[config.mk]
export PLATFORM = sky130hd
export DESIGN_NAME = vip_osd_text_loader
export DESIGN_NICKNAME = d
export VERILOG_FILES = /design/src/rtl/vip_osd_text_loader.sv
export SDC_FILE = /design/constraint.sdc
export NUM_CORES = 1
export LEC_CHECK = 0
export ABC_AREA = 0
export ABC_CLOCK_PERIOD_IN_PS = 3900
export BUFFER_PORTS_ARGS = -buffer_cell sky130_fd_sc_hd__buf_2
export CORE_MARGIN = 2
export CORE_UTILIZATION = 55
export CTS_BUF_LIST = sky130_fd_sc_hd__clkbuf_2
export DETAILED_ROUTE_END_ITERATION = 6
export PLACE_DENSITY = 0.75
export SLEW_MARGIN = 40
export SYNTH_ARGS = -nofsm -noshare
export SYNTH_HDL_FRONTEND = slang
export SYNTH_SLANG_ARGS = --single-unit
export TNS_END_PERCENT = 1
[constraint.sdc]
create_clock -name osd_ram_clk -period 3.9 [get_ports osd_ram_clk]
set_input_delay 0.78 -clock osd_ram_clk [delete_from_list [all_inputs] [get_ports osd_ram_clk]]
set_output_delay 0.78 -clock osd_ram_clk [all_outputs]
set_load 0.02 [all_outputs]
[src/rtl/vip_osd_text_loader.sv]
// Renders a TEXT_ROWS x TEXT_COLS character buffer into the vip_osd 1-bpp bitmap RAM.
// Optional build macro OSD_TEXT_INVERT_EN: txt_wdata[7] selects inverse video per character.
module vip_osd_text_loader #(
  parameter int OSD_RAM_ADDR_BITS = 9,
  parameter int OSD_RAM_DATA_BITS = 32,
  parameter int TEXT_COLS         = 16,
  parameter int TEXT_ROWS         = 2,
  parameter int FONT_H            = 16,
  localparam int WPR              = TEXT_COLS / 4,
  localparam int NW               = TEXT_ROWS * FONT_H * WPR,
  localparam int NCH              = TEXT_COLS * TEXT_ROWS,
  localparam int TAB              = $clog2(NCH),
  localparam int GRB              = $clog2(FONT_H),
  localparam int FAB              = 7 + GRB
) (
  input  logic                         osd_ram_clk,
  input  logic                         rst,
  input  logic                         txt_wen,
  input  logic [TAB-1:0]               txt_addr,
  input  logic [7:0]                   txt_wdata,
  input  logic                         start,
  output logic                         busy,
  output logic                         done,
  output logic [FAB-1:0]               font_addr,
  input  logic [7:0]                   font_data,
  output logic                         osd_ram_wen,
  output logic [OSD_RAM_ADDR_BITS-1:0] osd_ram_addr,
  output logic [OSD_RAM_DATA_BITS-1:0] osd_ram_wdata
);

  localparam int CB = (WPR > 1) ? $clog2(WPR) : 1;
  localparam int LB = (TEXT_ROWS > 1) ? $clog2(TEXT_ROWS) : 1;
`ifdef OSD_TEXT_INVERT_EN
  localparam int CW = 8;
`else
  localparam int CW = 7;
`endif

  typedef enum logic [1:0] {S_IDLE, S_FETCH, S_DONE} state_t;

  state_t                       state;
  logic [2:0]                   ph;
  logic [OSD_RAM_ADDR_BITS-1:0] wrd;
  logic [CB-1:0]                col;
  logic [GRB-1:0]               grow;
  logic [LB-1:0]                line;
  logic [23:0]                  acc;

  logic [CB-1:0]                nxt_col;
  logic [GRB-1:0]               nxt_row;
  logic [LB-1:0]                nxt_line;
  logic [CB-1:0]                f_col;
  logic [GRB-1:0]               f_row;
  logic [LB-1:0]                f_line;
  logic [1:0]                   f_k;
  logic [TAB-1:0]               fetch_idx;
  logic [CW-1:0]                fetch_ch;
  logic [FAB-1:0]               fetch_addr;
  logic [7:0]                   glyph;
  logic                         last_word;

  logic [CW-1:0]                text_buf [NCH];

  function automatic logic [TAB-1:0] char_idx(input logic [LB-1:0] ln,
                                               input logic [CB-1:0] cw,
                                               input logic [1:0]    k);
    int i;
    i = int'(ln) * TEXT_COLS + 4 * int'(cw) + int'(k);
    return TAB'(i);
  endfunction

  // NOTE: the buffer is built from flops rather than a RAM macro so it can be
  // cleared to spaces by reset; a RAM block would keep stale text across reset.
  always_ff @(posedge osd_ram_clk) begin
    if (rst) begin
      for (int i = 0; i < NCH; i++) text_buf[i] <= CW'(8'h20);
    end else if (txt_wen && (int'(txt_addr) < NCH)) begin
      text_buf[txt_addr] <= txt_wdata[CW-1:0];
    end
  end

  // Position of the word after the current one (line, glyph row, word column).
  // NOTE: every always_comb output gets a default first so no path infers a latch.
  always_comb begin
    nxt_col  = col;
    nxt_row  = grow;
    nxt_line = line;
    if (col == CB'(WPR - 1)) begin
      nxt_col = '0;
      if (grow == GRB'(FONT_H - 1)) begin
        nxt_row  = '0;
        nxt_line = line + 1'b1;
      end else begin
        nxt_row = grow + 1'b1;
      end
    end else begin
      nxt_col = col + 1'b1;
    end
  end

  // Which character is looked up this cycle: the first glyph of the next word at
  // the period boundary (or at start), otherwise glyph ph of the current word.
  always_comb begin
    f_line = '0;
    f_col  = '0;
    f_row  = '0;
    f_k    = '0;
    if (state == S_FETCH) begin
      if (ph == 3'd0) begin
        f_line = nxt_line;
        f_col  = nxt_col;
        f_row  = nxt_row;
      end else begin
        f_line = line;
        f_col  = col;
        f_row  = grow;
        f_k    = ph[1:0];
      end
    end
  end

  assign fetch_idx  = char_idx(f_line, f_col, f_k);
  assign fetch_ch   = text_buf[fetch_idx];
  assign fetch_addr = {fetch_ch[6:0], f_row};
  assign last_word  = (wrd == OSD_RAM_ADDR_BITS'(NW - 1));

`ifdef OSD_TEXT_INVERT_EN
  // The invert flag travels two cycles behind its lookup to meet the ROM data.
  logic inv_p1, inv_p2;

  always_ff @(posedge osd_ram_clk) begin
    if (rst) begin
      inv_p1 <= 1'b0;
      inv_p2 <= 1'b0;
    end else begin
      inv_p1 <= fetch_ch[7];
      inv_p2 <= inv_p1;
    end
  end

  assign glyph = font_data ^ {8{inv_p2}};
`else
  logic unused_invert;
  assign unused_invert = txt_wdata[7];
  assign glyph         = font_data;
`endif

  // NOTE: all state and outputs are registered with non-blocking assignments so
  // every flop in this block sees pre-edge values regardless of statement order.
  always_ff @(posedge osd_ram_clk) begin
    if (rst) begin
      state         <= S_IDLE;
      busy          <= 1'b0;
      done          <= 1'b0;
      osd_ram_wen   <= 1'b0;
      osd_ram_addr  <= '0;
      osd_ram_wdata <= '0;
      font_addr     <= '0;
      ph            <= '0;
      wrd           <= '0;
      col           <= '0;
      grow          <= '0;
      line          <= '0;
      acc           <= '0;
    end else begin
      done        <= 1'b0;
      osd_ram_wen <= 1'b0;
      case (state)
        S_IDLE: begin
          if (start) begin
            state     <= S_FETCH;
            busy      <= 1'b1;
            font_addr <= fetch_addr;
            ph        <= 3'd1;
            wrd       <= '0;
            col       <= '0;
            grow      <= '0;
            line      <= '0;
          end
        end
        S_FETCH: begin
          case (ph)
            3'd1: begin
              font_addr <= fetch_addr;
              ph        <= 3'd2;
            end
            3'd2, 3'd3: begin
              font_addr <= fetch_addr;
              acc       <= {acc[15:0], glyph};
              ph        <= ph + 3'd1;
            end
            3'd4: begin
              acc <= {acc[15:0], glyph};
              ph  <= 3'd0;
            end
            default: begin
              // Fourth glyph byte completes the word; it is written as the next period opens.
              osd_ram_wen   <= 1'b1;
              osd_ram_addr  <= wrd;
              osd_ram_wdata <= OSD_RAM_DATA_BITS'({acc, glyph});
              if (last_word) begin
                state <= S_DONE;
              end else begin
                font_addr <= fetch_addr;
                wrd       <= wrd + 1'b1;
                col       <= nxt_col;
                grow      <= nxt_row;
                line      <= nxt_line;
                ph        <= 3'd1;
              end
            end
          endcase
        end
        S_DONE: begin
          done  <= 1'b1;
          busy  <= 1'b0;
          state <= S_IDLE;
        end
        default: state <= S_IDLE;
      endcase
    end
  end

endmodule

==> flow_summary.json <==
{
  "cp-start-kind": "flop",
  "synth-seq-cells": 324,
  "crit_family": "compound AO/OA/AOI/OAI gates",
  "worst_pin_slew_ps": 816.5,
  "initial_core_util": 0.5578,
  "r2r-end": "font_addr[9]",
  "rr_worst_depth": 8,
  "avgViaCountPerCell": 5.964,
  "cts_buffers": 79,
  "path_cells": "ha_1 -> nor4b_2 -> buf_4 -> a21o_1 -> nand2_1 -> a311oi_1 -> o21ai_0 -> a221oi_2",
  "n_fill_cell": 2252,
  "cts_tree": "yes",
  "cts_sinks": 324,
  "routedWlPerCell_um": 19.02,
  "hp-class": "input pin to flop",
  "pin_count": 80,
  "die_area_um2": 28520,
  "synth_area_leaders": "edfxtp_1 (45%), dfxtp_1 (13%), and2_1 (8.1%)",
  "max_stage_delay_ps": 480,
  "ant_nets": 0,
  "critPathMaxFanout": 14,
  "crit_type": "flop to flop",
  "fp.coreArea_um2": 26800,
  "grt_pass1_wl_um": 56900,
  "max-slew-margin-rel": 0.4543,
  "status": "finished, violations left",
  "ctsHoldBuffers": 0,
  "remaining_drc_errors": 1,
  "setup_tns_ps": 0,
  "maxCapViolCount": 0,
  "synthFlopType": "edfxtp_1",
  "synth-edff-count": 224,
  "drive_gt1_frac": 0.1737,
  "clock.fmax_mhz": 316.9,
  "setup_viol": 0,
  "synth.largest_area_cell": "edfxtp_1",
  "p_per_area_nw_per_um2": 416.3,
  "portBuffers": 78,
  "power_mw": 6.818,
  "fin_crit_ps": 3155,
  "hold_violations": 0,
  "grt_pass1_vias": 11002,
  "cp_slowest_cell": "a311oi_1",
  "cts_resized": 0,
  "syn_to_final_growth_pct": 9.549,
  "min_delay_worst_endpoint": "osd_ram_wdata[6]",
  "p_leak_nw": 6.011,
  "crit_buf_inv": 1,
  "synth_top_cell_area_share": 0.4499,
  "synth-seq-area-share": 0.5838,
  "gp_congestion": 0.8641,
  "place_ws_ps": 847.2,
  "fin_ws_ps": 744.6,
  "finalWirelength_um": 36410,
  "r2r_setup_slack_ps": 740,
  "fin_worst_skew_ps": 58.85,
  "worstHoldPathCells": 3,
  "worstHoldStart": "font_data[6]",
  "nets": 1542,
  "async_flop_share": 0,
  "grt.overflow.total": 0,
  "root_buffer": "clkbuf_2",
  "critPathRequiredTime_ps": 4670,
  "rsz0062_at_grt": "no",
  "r2r-start": "col[0]",
  "hpwl_um": 23200,
  "synth_area_um2": 14950,
  "rows": 60,
  "grt_use_total": 0.2570,
  "clock_path_buffers": 3,
  "final_core_util": 0.6111,
  "syn_area_per_cell_um2": 10.45,
  "crit_arrival_ps": 3930,
  "cts_max_level": 3,
  "syn-num-nets": 1464,
  "cts_setup_buffers": 0,
  "yosysWarningCount": 0,
  "drv_slew": 0,
  "die_h_um": 168.9,
  "die_x_um": 168.9,
  "violations": "design-rule violations",
  "grt_max_degree": 92,
  "fin_crit_sh": 0.8091,
  "syn_inst": 1431,
  "path_clk_slew_ps": 110,
  "clock_latency_ps": 870,
  "irDropWorstVdd_mv": 0.2327,
  "crit_path_end_kind": "flop",
  "firstDrtPassIters": 7,
  "grt_antenna_before_repair": 1,
  "num_vias": 11415,
  "drtIter0Drc": 1091,
  "yosysUniqueCellTypes": 63
}
-- worst reg2reg max path: cells and delay by family (launching register included) --
family / cells / cell delay, ps
flops: 1 / 470
fa+ha+maj: 1 / 430
compound gates: 4 / 1260
buf+inv: 1 / 240
simple gates: 2 / 680
-- area by class of cell --
type | instances | area (µm²) | area share
Timing Repair Buffer | 114 | 664.4 | 0.04057
Clock buffer | 123 | 615.6 | 0.03759
Tap cell | 341 | 426.7 | 0.02605
Multi-Input combinational cell | 978 | 5753 | 0.3513
Clock inverter | 21 | 141.4 | 0.008633
Inverter | 12 | 45.04 | 0.002750
Antenna cell | 1 | 2.502 | 0.0001528
Sequential cell | 324 | 8730 | 0.5330
-- layer usage --
metal / global-route usage / vias up / part of all wire
li1: - / 5372 / -
met1: 0.3356 / 5454 / 0.41
met2: 0.4218 / 489 / 0.48
met3: 0.05448 / 100 / 0.085
met4: 0.1019 / 0 / 0.030
met5: 0 / - / 0
-- sequential cells by signal, summed over array words and instances, names as in the netlist, 2 cells and up --
signal and count:
wrd 9, ph 3, osd_ram_wdata 32, acc 24, osd_ram_addr 9, col 2
text_buf 224, font_addr 11, grow 4, state 2
-- how the worst max path moves through the flow --
stage / endpoint / depth (start not counted) / from / slack [ps]
after floorplan: font_addr[6] / 13 / ph[1] / 950
after global placement: text_buf[14][2] / 6 / rst / 870
after detailed placement: text_buf[26][6] / 6 / rst / 850
after CTS: font_addr[7] / 8 / ph[0] / 820
after global routing: font_addr[5] / 8 / ph[0] / 530
final: font_addr[9] / 8 / col[0] / 740
-- placed cells by master, fill, tap and decap left out, types with 8 or more instances in the layout --
master | netlist | final
o211ai_1 | 21 | 21
ha_1 | 8 | 8
clkinv_1 | 1 | 15
nor3_1 | 15 | 14
a21oi_1 | 127 | 126
or3_1 | 41 | 41
mux2i_1 | 28 | 28
nand3_1 | 23 | 23
o21ai_1 | 0 | 26
and2_1 | 194 | 194
nand4_1 | 10 | 10
a2bb2oi_1 | 14 | 14
o221ai_1 | 20 | 20
o21ai_0 | 57 | 31
nor2_1 | 82 | 82
buf_4 | 0 | 35
buf_2 | 8 | 78
dfxtp_1 | 100 | 99
xnor2_1 | 9 | 9
nor4_1 | 13 | 12
edfxtp_1 | 224 | 224
nand2_1 | 194 | 193
inv_1 | 11 | 11
clkbuf_2 | 1 | 123
a31oi_1 | 10 | 10
and3_1 | 8 | 8
-- synth_stat cells (8+ instances only) --
library cell  count
nand3_1          23
buf_1             8
a31oi_1          10
xnor2_1           9
a21oi_1         127
dfxtp_1         100
nor4_1           13
and2_1          194
or3_1            41
nand4_1          10
buf_2             8
o221ai_1         20
and3_1            8
edfxtp_1        224
ha_1              8
nand2_1         194
nor2_1           82
a2bb2oi_1        14
o211ai_1         21
nor3_1           15
clkbuf_1        100
mux2i_1          28
o21ai_0          57
inv_1            11
-- cells by family after synthesis --
kind of cell	count (synthesis)	synth area share
simple gates	610	0.2092
flops	324	0.5838
compound gates	316	0.1378
buf+inv	129	0.03314
mux	35	0.02402
xor+xnor	9	0.005273
fa+ha+maj	8	0.006695
-- where the power goes --
part	internal, mW	switching (mW)	leakage, nW	total (mW)
sequential	3.81	0.0590	2.96	3.87
clock	0.965	1.32	0.573	2.28
combinational	0.196	0.469	2.48	0.665
-- through the flow --
stage	hold WS, ps	instance area (µm²)	cells
finish	165.0	16380	1914
global route	58.45	16380	1914
floorplan	432.1	14950	1431
global placement	438.8	15610	1769
CTS	89.29	16370	1913
detailed placement	444.3	15610	1769
(Power assumes the default switching activity.)
